`src/rtl/mips16_ctrl_if.sv`:
```
// ALU opcode and shared-memory handshake bundle between mips16_ctrl (master)
// and the 16-bit datapath / memory (slave).
interface mips16_ctrl_if;
  logic [3:0] alu_opcod;
  logic       alu_cin;
  logic       alu_src_b;
  logic       alu_eq;
  logic       mem_req;
  logic       mem_we;
  logic       mem_addr_sel;
  logic       mem_ack;

  modport master (
    output alu_opcod, alu_cin, alu_src_b,
    output mem_req, mem_we, mem_addr_sel,
    input  alu_eq, mem_ack
  );

  modport slave (
    input  alu_opcod, alu_cin, alu_src_b,
    input  mem_req, mem_we, mem_addr_sel,
    output alu_eq, mem_ack
  );
endinterface

```
`src/rtl/mips16_ctrl.sv`:
```
// Multi-cycle control FSM for the 16-bit MIPS-style datapath.
// Optional MIPS16_CTRL_PERF_EN adds retired-instruction and busy-cycle counters.
module mips16_ctrl #(
  parameter logic [15:0] RESET_PC = 16'h0000
) (
  input  logic                clk,
  input  logic                rst_n,
  input  logic                run_i,
  input  logic [3:0]          ir_op_i,
  mips16_ctrl_if.master       bus,
  output logic [15:0]         pc_init_o,
  output logic                ir_we_o,
  output logic                pc_we_o,
  output logic                pc_src_o,
  output logic                reg_we_o,
  output logic                reg_dst_sel_o,
  output logic                wb_sel_o,
  output logic                busy_o,
  output logic                illegal_o
`ifdef MIPS16_CTRL_PERF_EN
  ,
  output logic [15:0]         retired_cnt_o,
  output logic [15:0]         cycle_cnt_o
`endif
);

  localparam logic [3:0] OP_SUB = 4'h6;
  localparam logic [3:0] OP_LW  = 4'h8;
  localparam logic [3:0] OP_SW  = 4'hA;
  localparam logic [3:0] OP_BNE = 4'hE;

  typedef enum logic [3:0] {
    ST_IDLE   = 4'd0,
    ST_FETCH  = 4'd1,
    ST_DECODE = 4'd2,
    ST_EXEC_R = 4'd3,
    ST_WB_R   = 4'd4,
    ST_ADDR   = 4'd5,
    ST_MEM    = 4'd6,
    ST_WB_MEM = 4'd7,
    ST_BRANCH = 4'd8,
    ST_END    = 4'd9,
    ST_HALT   = 4'd10
  } state_e;

  state_e state_q, state_d;
  logic   illegal_q, illegal_d;

  function automatic logic is_rtype(input logic [3:0] op);
    case (op)
      4'h0, 4'h1, 4'h2, 4'h6, 4'h7: is_rtype = 1'b1;
      default:                      is_rtype = 1'b0;
    endcase
  endfunction

  function automatic logic is_memop(input logic [3:0] op);
    is_memop = (op == OP_LW) || (op == OP_SW);
  endfunction

  assign pc_init_o = RESET_PC;
  assign illegal_o = illegal_q;

  // State register and sticky illegal-opcode flag.
  always_ff @(posedge clk or negedge rst_n) begin
    if (!rst_n) begin
      state_q   <= ST_IDLE;
      illegal_q <= 1'b0;
    end else begin
      state_q   <= state_d;
      illegal_q <= illegal_d;
    end
  end

  // Next-state logic and Moore output decode (FETCH/MEM/BRANCH qualified by inputs).
  always_comb begin
    state_d          = state_q;
    illegal_d        = illegal_q;
    bus.alu_opcod    = 4'h0;
    bus.alu_cin      = 1'b0;
    bus.alu_src_b    = 1'b0;
    bus.mem_req      = 1'b0;
    bus.mem_we       = 1'b0;
    bus.mem_addr_sel = 1'b0;
    ir_we_o          = 1'b0;
    pc_we_o          = 1'b0;
    pc_src_o         = 1'b0;
    reg_we_o         = 1'b0;
    reg_dst_sel_o    = 1'b0;
    wb_sel_o         = 1'b0;
    busy_o           = 1'b1;

    case (state_q)
      ST_IDLE: begin
        busy_o = 1'b0;
        if (run_i) begin
          state_d = ST_FETCH;
        end else begin
          state_d = ST_IDLE;
        end
      end

      ST_FETCH: begin
        bus.mem_req = 1'b1;
        if (bus.mem_ack) begin
          ir_we_o = 1'b1;
          pc_we_o = 1'b1;
          state_d = ST_DECODE;
        end else begin
          state_d = ST_FETCH;
        end
      end

      ST_DECODE: begin
        if (is_rtype(ir_op_i)) begin
          state_d = ST_EXEC_R;
        end else if (is_memop(ir_op_i)) begin
          state_d = ST_ADDR;
        end else if (ir_op_i == OP_BNE) begin
          state_d = ST_BRANCH;
        end else begin
          state_d   = ST_HALT;
          illegal_d = 1'b1;
        end
      end

      ST_EXEC_R: begin
        bus.alu_opcod = ir_op_i;
        bus.alu_cin   = (ir_op_i == OP_SUB);
        state_d       = ST_WB_R;
      end

      // ALU controls stay up so the result is still valid while it is written.
      ST_WB_R: begin
        bus.alu_opcod = ir_op_i;
        bus.alu_cin   = (ir_op_i == OP_SUB);
        reg_we_o      = 1'b1;
        reg_dst_sel_o = 1'b1;
        state_d       = ST_END;
      end

      ST_ADDR: begin
        bus.alu_opcod = ir_op_i;
        bus.alu_src_b = 1'b1;
        state_d       = ST_MEM;
      end

      ST_MEM: begin
        bus.alu_opcod    = ir_op_i;
        bus.alu_src_b    = 1'b1;
        bus.mem_req      = 1'b1;
        bus.mem_addr_sel = 1'b1;
        bus.mem_we       = (ir_op_i == OP_SW);
        if (bus.mem_ack) begin
          if (ir_op_i == OP_SW) begin
            state_d = ST_END;
          end else begin
            state_d = ST_WB_MEM;
          end
        end else begin
          state_d = ST_MEM;
        end
      end

      ST_WB_MEM: begin
        reg_we_o = 1'b1;
        wb_sel_o = 1'b1;
        state_d  = ST_END;
      end

      // BNE: the ALU compares rs/rt; branch is taken when they differ.
      ST_BRANCH: begin
        bus.alu_opcod = OP_BNE;
        bus.alu_cin   = 1'b1;
        if (!bus.alu_eq) begin
          pc_we_o  = 1'b1;
          pc_src_o = 1'b1;
        end else begin
          pc_we_o  = 1'b0;
          pc_src_o = 1'b0;
        end
        state_d = ST_END;
      end

      ST_END: begin
        if (run_i) begin
          state_d = ST_FETCH;
        end else begin
          state_d = ST_IDLE;
        end
      end

      ST_HALT: begin
        busy_o  = 1'b0;
        state_d = ST_HALT;
      end

      default: begin
        busy_o  = 1'b0;
        state_d = ST_IDLE;
      end
    endcase
  end

`ifdef MIPS16_CTRL_PERF_EN
  logic [15:0] retired_q, retired_d;
  logic [15:0] cycle_q, cycle_d;

  // Counter next values; both wrap naturally at 16 bits.
  always_comb begin
    retired_d = retired_q;
    cycle_d   = cycle_q;
    if (state_q == ST_END) begin
      retired_d = retired_q + 16'd1;
    end else begin
      retired_d = retired_q;
    end
    if (busy_o) begin
      cycle_d = cycle_q + 16'd1;
    end else begin
      cycle_d = cycle_q;
    end
  end

  // Performance counter registers.
  always_ff @(posedge clk or negedge rst_n) begin
    if (!rst_n) begin
      retired_q <= 16'h0000;
      cycle_q   <= 16'h0000;
    end else begin
      retired_q <= retired_d;
      cycle_q   <= cycle_d;
    end
  end

  assign retired_cnt_o = retired_q;
  assign cycle_cnt_o   = cycle_q;
`endif

endmodule
```
`src/flat_wrapper.sv`:
```
// flat-port wrapper written by rule: the top's interface ports become plain ports
module mips16_ctrl_flat 
#(
  parameter logic [15:0] RESET_PC = 16'h0000
)
  (clk, rst_n, run_i, ir_op_i, pc_init_o, ir_we_o, pc_we_o, pc_src_o, reg_we_o, reg_dst_sel_o, wb_sel_o, busy_o, illegal_o, bus_alu_opcod, bus_alu_cin, bus_alu_src_b, bus_mem_req, bus_mem_we, bus_mem_addr_sel, bus_alu_eq, bus_mem_ack);
  mips16_ctrl_if bus_i ();
  input  logic clk;
  input  logic rst_n;
  input  logic run_i;
  input  logic [3:0] ir_op_i;
  output logic [15:0] pc_init_o;
  output logic ir_we_o;
  output logic pc_we_o;
  output logic pc_src_o;
  output logic reg_we_o;
  output logic reg_dst_sel_o;
  output logic wb_sel_o;
  output logic busy_o;
  output logic illegal_o;
  output wire logic [$bits(bus_i.alu_opcod)-1:0] bus_alu_opcod;
  output wire logic [$bits(bus_i.alu_cin)-1:0] bus_alu_cin;
  output wire logic [$bits(bus_i.alu_src_b)-1:0] bus_alu_src_b;
  output wire logic [$bits(bus_i.mem_req)-1:0] bus_mem_req;
  output wire logic [$bits(bus_i.mem_we)-1:0] bus_mem_we;
  output wire logic [$bits(bus_i.mem_addr_sel)-1:0] bus_mem_addr_sel;
  input wire logic [$bits(bus_i.alu_eq)-1:0] bus_alu_eq;
  input wire logic [$bits(bus_i.mem_ack)-1:0] bus_mem_ack;
  assign bus_alu_opcod = bus_i.alu_opcod;
  assign bus_alu_cin = bus_i.alu_cin;
  assign bus_alu_src_b = bus_i.alu_src_b;
  assign bus_mem_req = bus_i.mem_req;
  assign bus_mem_we = bus_i.mem_we;
  assign bus_mem_addr_sel = bus_i.mem_addr_sel;
  assign bus_i.alu_eq = bus_alu_eq;
  assign bus_i.mem_ack = bus_mem_ack;
  mips16_ctrl #(.RESET_PC(RESET_PC)) u_core (.clk(clk), .rst_n(rst_n), .run_i(run_i), .ir_op_i(ir_op_i), .bus(bus_i), .pc_init_o(pc_init_o), .ir_we_o(ir_we_o), .pc_we_o(pc_we_o), .pc_src_o(pc_src_o), .reg_we_o(reg_we_o), .reg_dst_sel_o(reg_dst_sel_o), .wb_sel_o(wb_sel_o), .busy_o(busy_o), .illegal_o(illegal_o));
endmodule
```
`config.mk`:
```
export PLATFORM = sky130hd
export DESIGN_NAME = mips16_ctrl_flat
export DESIGN_NICKNAME = d
export VERILOG_FILES = /design/src/rtl/mips16_ctrl_if.sv /design/src/rtl/mips16_ctrl.sv /design/src/flat_wrapper.sv
export SDC_FILE = /design/constraint.sdc
export NUM_CORES = 1
export LEC_CHECK = 0
export BUFFER_PORTS_ARGS = -buffer_cell sky130_fd_sc_hd__buf_2
export CORE_MARGIN = 2
export CORE_UTILIZATION = 45
export DETAILED_ROUTE_END_ITERATION = 6
export HOLD_SLACK_MARGIN = 0.02
export PLACE_DENSITY = 0.93
export SYNTH_ARGS = -nofsm -noshare
export SYNTH_HDL_FRONTEND = slang
export SYNTH_SLANG_ARGS = --single-unit
export TNS_END_PERCENT = 100
```
`constraint.sdc`:
```
create_clock -name clk -period 2 [get_ports clk]
set_input_delay 0.1 -clock clk [delete_from_list [all_inputs] [get_ports clk]]
set_output_delay 0.1 -clock clk [all_outputs]
set_load 0.1 [all_outputs]
```
**Word level (Yosys, flattened, before mapping)**

Cells that the tools add are included.

- Flip-flop bits (word level): 5
- Input bits: 9
- Output and inout bits: 33
- Word-level logic and storage cells: 60

- Equal/unequal tests: 17
- Mux-type cells: 25
- Bitwise gates (word level): 3
- Reduce and logical (&&, ||, !) cells: 13

Operator list:

| operator | count |
|---|---|
| one-hot mux 4 bit (8 select lines) | 1 |
| == test 4 x 3 -> 1 bit, second input constant | 6 |
| == test 4 bit, second input constant | 6 |
| two-way mux 4 bit | 4 |
| two-way mux 1 bit | 15 |
| == test 4 x 2 -> 1 bit, second input constant | 3 |
| OR reduction 2 bit | 5 |
| OR reduction 9 bit | 1 |
| == test 4 x 1 -> 1 bit, second input constant | 2 |
| zero test 4 bit | 2 |
| one-hot mux 4 bit (2 select lines) | 1 |
| OR reduction 5 bit | 1 |
| two-way mux 2 bit | 2 |
| one-hot mux 1 bit (2 select lines) | 2 |
| AND reduction 4 bit | 1 |
| OR reduction 4 bit | 1 |
| inverter 1 bit | 3 |
| OR reduction 3 bit | 1 |
| logical OR 1 bit | 1 |

**Logic depth before layout (Yosys ltp)**

- Depth after elaboration: 6
- Depth in mapped cells: 5
- Depth with buffers taken out: 4

**Worst setup path before layout**

No wires, ideal clock.

- Kind: register to output
- From: register u_core.state_q[3]
- To: output bus_alu_cin
- Data arrival time: 4.380 ns
- Required time: 1.900 ns
- Slack: -2.480 ns
- Cell stages (with the launch flop): 5
- Buffers on the path: 0
- Path through: dfrtp_1 > nand2b_1 > nor3_1 > inv_1 > o22ai_1

- Longest elaborated chain between the ends: 3
- Elaborated cells on any way between the ends: 5
- Those cells by class: 3 x eq/ne; 1 x mux; 1 x reduce/logical

Ends and longest elaborated chain:

| item | line | text |
|---|---|---|
| start, declared | mips16_ctrl.sv:46 | `state_e state_q, state_d;` |
| start signal, assigned | mips16_ctrl.sv:69 | `state_q <= state_d;` |
| == test 4 x 2 -> 1 bit or == test 4 x 3 -> 1 bit (tied branches) | mips16_ctrl.sv:92 | `case (state_q)` |
| OR reduction 2 bit (no line) | -- |  |
| one-hot mux 1 bit (2 select lines) (*) | mips16_ctrl.sv:92 |  |
| end, declared | flat_wrapper.sv:22 | `output wire logic [$bits(bus_i.alu_cin)-1:0] bus_alu_cin;` |

Mark *: on every way between the ends. The rest lies on a longest branch, timed or not.

**Final worst setup path**

- From: register u_core.state_q[0]
- To: output bus_alu_src_b

- Longest elaborated chain between the ends: 3
- Elaborated cells on any way between the ends: 4
- Those cells by class: 2 x eq/ne; 1 x mux; 1 x reduce/logical

Ends and longest elaborated chain:

| item | line | text |
|---|---|---|
| == test 4 x 3 -> 1 bit | mips16_ctrl.sv:92 |  |
| OR reduction 2 bit (no line) (*) | -- |  |
| two-way mux 1 bit (*) | mips16_ctrl.sv:92 |  |
| end, declared | flat_wrapper.sv:23 | `output wire logic [$bits(bus_i.alu_src_b)-1:0] bus_alu_src_b;` |

Marks and branches as above.

==> summary.txt <==
Detailed routing
  – Routed wire length per instance: 13.2 um
  – Count of nets left with antenna violations after detail routing: 0
  – DRC violation count after routing: 0
  – Final routed wirelength across all metal layers: 1770 um
  – Violation count after the first detailed-route iteration: 37
  – Drt pass-1 iters: 4
  – Total via count in the routed design: 731
  – Detailed-route vias per instance: 5.46

GRT
  – Wire length of the first global-routing pass: 2900 um
  – Total global routing track utilization: 21.2%
  – Initial antenna violation count: 0
  – Number of global-route vias before repair: 652
  – Gr ovfl total: 0
  – Largest net degree at the start of global routing: 14

Logic synthesis
  – Synthesized area per cell: 7.34 um2
  – Unique cell type count in the Yosys netlist: 36
  – Post-synthesis register bit count: 5
  – Cells after synthesis: 92
  – Netlist Area Pre-Place: 676 um2
  – Sequential cell area fraction in the yosys report: 18.5%
  – Syn. warnings: 0

Final layout
  – Final net count: 129
  – End-of-flow core utilization: 71.6%
  – Area of the multi-input gates: 498 um2
  – Synth-to-layout area growth: 43.1%
  – Fraction of final layout cells sized beyond drive strength 1: 37.0%
  – Layout Cell Area excl Fill: 967 um2
  – Number of diodes: 0
  – Most frequent cells in the layout: sky130_fd_sc_hd__conb_1 (16), sky130_fd_sc_hd__buf_2 (16), sky130_fd_sc_hd__nor2_1 (9), sky130_fd_sc_hd__buf_12 (9), sky130_fd_sc_hd__nand2_1 (6)
  – Area taken by flip-flops and latches: 128 um2
  – Fill cell count: 97

Timing
  – Post-layout minimum cycle time: 1.83 ns
  – Skew final: 0.00549 ns
  – Fmax: 546 MHz
  – Number of hold violations in the final report: 0
  – Total setup violations reported at the end of the flow: 0
  – Final hold slack: 0.212 ns
  – Setup repair after global routing missed its margin: false
  – Final Max Slew Viols: 0
  – Share of the cycle needed by the critical path after routing: 91.6%

Hold path
  – Sink of the worst hold path: u_core.state_q[1]$_DFF_PN0_
  – Path class of the lowest-slack min-delay path: in2reg
  – Hold_sp: bus_mem_ack
  – Cells on Worst Hold Path: 3

Outcome
  – Result of the run: finished clean

Worst setup path
  – Endpoint class of the critical path: output pin
  – Required time reported for the critical path endpoint: 1.90 ns
  – Crit path launch: u_core.state_q[0]$_DFF_PN0_
  – Crit path arrival time: 1.73 ns
  – Nature of the critical path startpoint: flip-flop
  – Worst r2r dst: u_core.state_q[3]$_DFF_PN0_
  – Worst r2r src: u_core.state_q[3]$_DFF_PN0_
  – Worst Path Class, Setup: reg2out
  – Worst R2R Path Depth: 3
  – Reg-to-reg slack, setup: 0.56 ns
  – Worst-path fanout max: 13

Floorplanning
  – Placeable core region: 1350 um2
  – Die height: 42.8 um
  – Top-level port count: 42
  – Die area: 1830 um2
  – Row count: 13
  – Effective utilization at floorplan: 50.0%
  – Horizontal die dimension: 42.8 um

Clock network
  – Cell chosen for the clock root: sky130_fd_sc_hd__clkbuf_4
  – TritonCTS Buffers: 3
  – Maximum buffer depth of the clock tree: 2
  – Insertion delay to the later sink of the worst-skew pair: 0.25 ns
  – CTS tree: done
  – Post-CTS setup buffer count: 0
  – CTS clk-pin slew, worst paths: 0.04 ns
  – Htree depth: 1
  – # clock sinks: 5

Placement
  – Number of buffer cells added on primary ports: 25
  – Placer congestion estimate: 0.911
  – Instance area at placement: 928 um2
  – Post-DP HPWL: 1360 um

Run
  – Number of maximum-capacitance violations: 0
## sequential cells by signal, summed over array words and instances (netlist names)
| register | flops |
|---|---|
| u_core.illegal_o | 1 |
| u_core.state_q | 4 |
## cells by family after synthesis
family	share of synthesized area, %
AOI/OAI and AO/OA	21.9
DFF	18.5
other	0.555
buffers and inverters	22.8
and+or+nand+nor	31.7
muxes	4.63
## synthesized netlist by cell type, drive strengths merged
library cell / instances / area (um2)
o211ai: 1 / 7.51
mux2: 1 / 11.3
nor2b: 2 / 20.0
nand2b: 5 / 31.3
a21oi: 4 / 23.8
and3: 1 / 6.26
o22ai: 1 / 6.26
conb: 1 / 3.75
buf: 20 / 143
o21a: 1 / 7.51
inv: 3 / 11.3
o21ai: 4 / 20.0
a31oi: 1 / 6.26
mux2i: 2 / 20.0
or3b: 1 / 8.76
o311ai: 2 / 17.5
and2b: 3 / 22.5
or2: 1 / 6.26
dfrtp: 5 / 125
nand4bb: 1 / 11.3
nand3: 2 / 10.0
nand2: 6 / 22.5
o32ai: 1 / 8.76
nor2: 11 / 41.3
a21o: 3 / 22.5
o22a: 1 / 8.76
and2: 1 / 6.26
nor3b: 1 / 7.51
a32o: 1 / 10.0
nor3: 4 / 20.0
o31a: 1 / 8.76
## repair_timing
action / in CTS / in global routing
endpoints found under the hold margin: 5 / 0
gates resized for setup: 0 / 2
setup endpoints to repair: 0 / 5
hold buffers: 1 / 0
## layer usage
metal / vias up / GRT usage (%) / wire [um]
met4: 0 / 15.0 / 74
met5: - / 0 / 0
met3: 8 / 7.66 / 221
met1: 320 / 25.4 / 647
li1: 340 / - / -
met2: 63 / 30.6 / 824
## critical path, cell delays in order, from the launching register on
cell                       delay [ns]
sky130_fd_sc_hd__dfrtp_2         0.49
sky130_fd_sc_hd__nand2b_1        0.32
sky130_fd_sc_hd__a21oi_2         0.22
sky130_fd_sc_hd__buf_2           0.45
## stage by stage
step | setup TNS (ns) | setup WS (ns) | std cells
final | 0 | 0.169 | 134
after global routing | 0 | 0.0430 | 134
after CTS | 0 | 0.0638 | 134
after detailed placement | 0 | 0.339 | 129
after global placement | 0 | 0.393 | 129
after floorplan | -1.15 | -0.587 | 107
## area by class of cell
type / instances / share of cell area (%)
timing repair buffer: 28 / 29.5
clock buffer: 4 / 2.72
sequential: 5 / 13.2
inverter: 3 / 1.16
multi-input combinational: 79 / 51.5
tap: 15 / 1.94
## worst max path at each step
stage | end | slack (ns) | cells past startpoint
after floorplan | bus_alu_cin | -0.59 | 4
after global placement | bus_alu_cin | 0.39 | 5
after detailed placement | ir_we_o | 0.34 | 4
after CTS | bus_alu_cin | 0.06 | 5
after global routing | ir_we_o | 0.04 | 4
final | bus_alu_src_b | 0.17 | 3
Power is not shown: default switching activity piles up to over one toggle a cycle in this logic, so the estimate is an artifact.
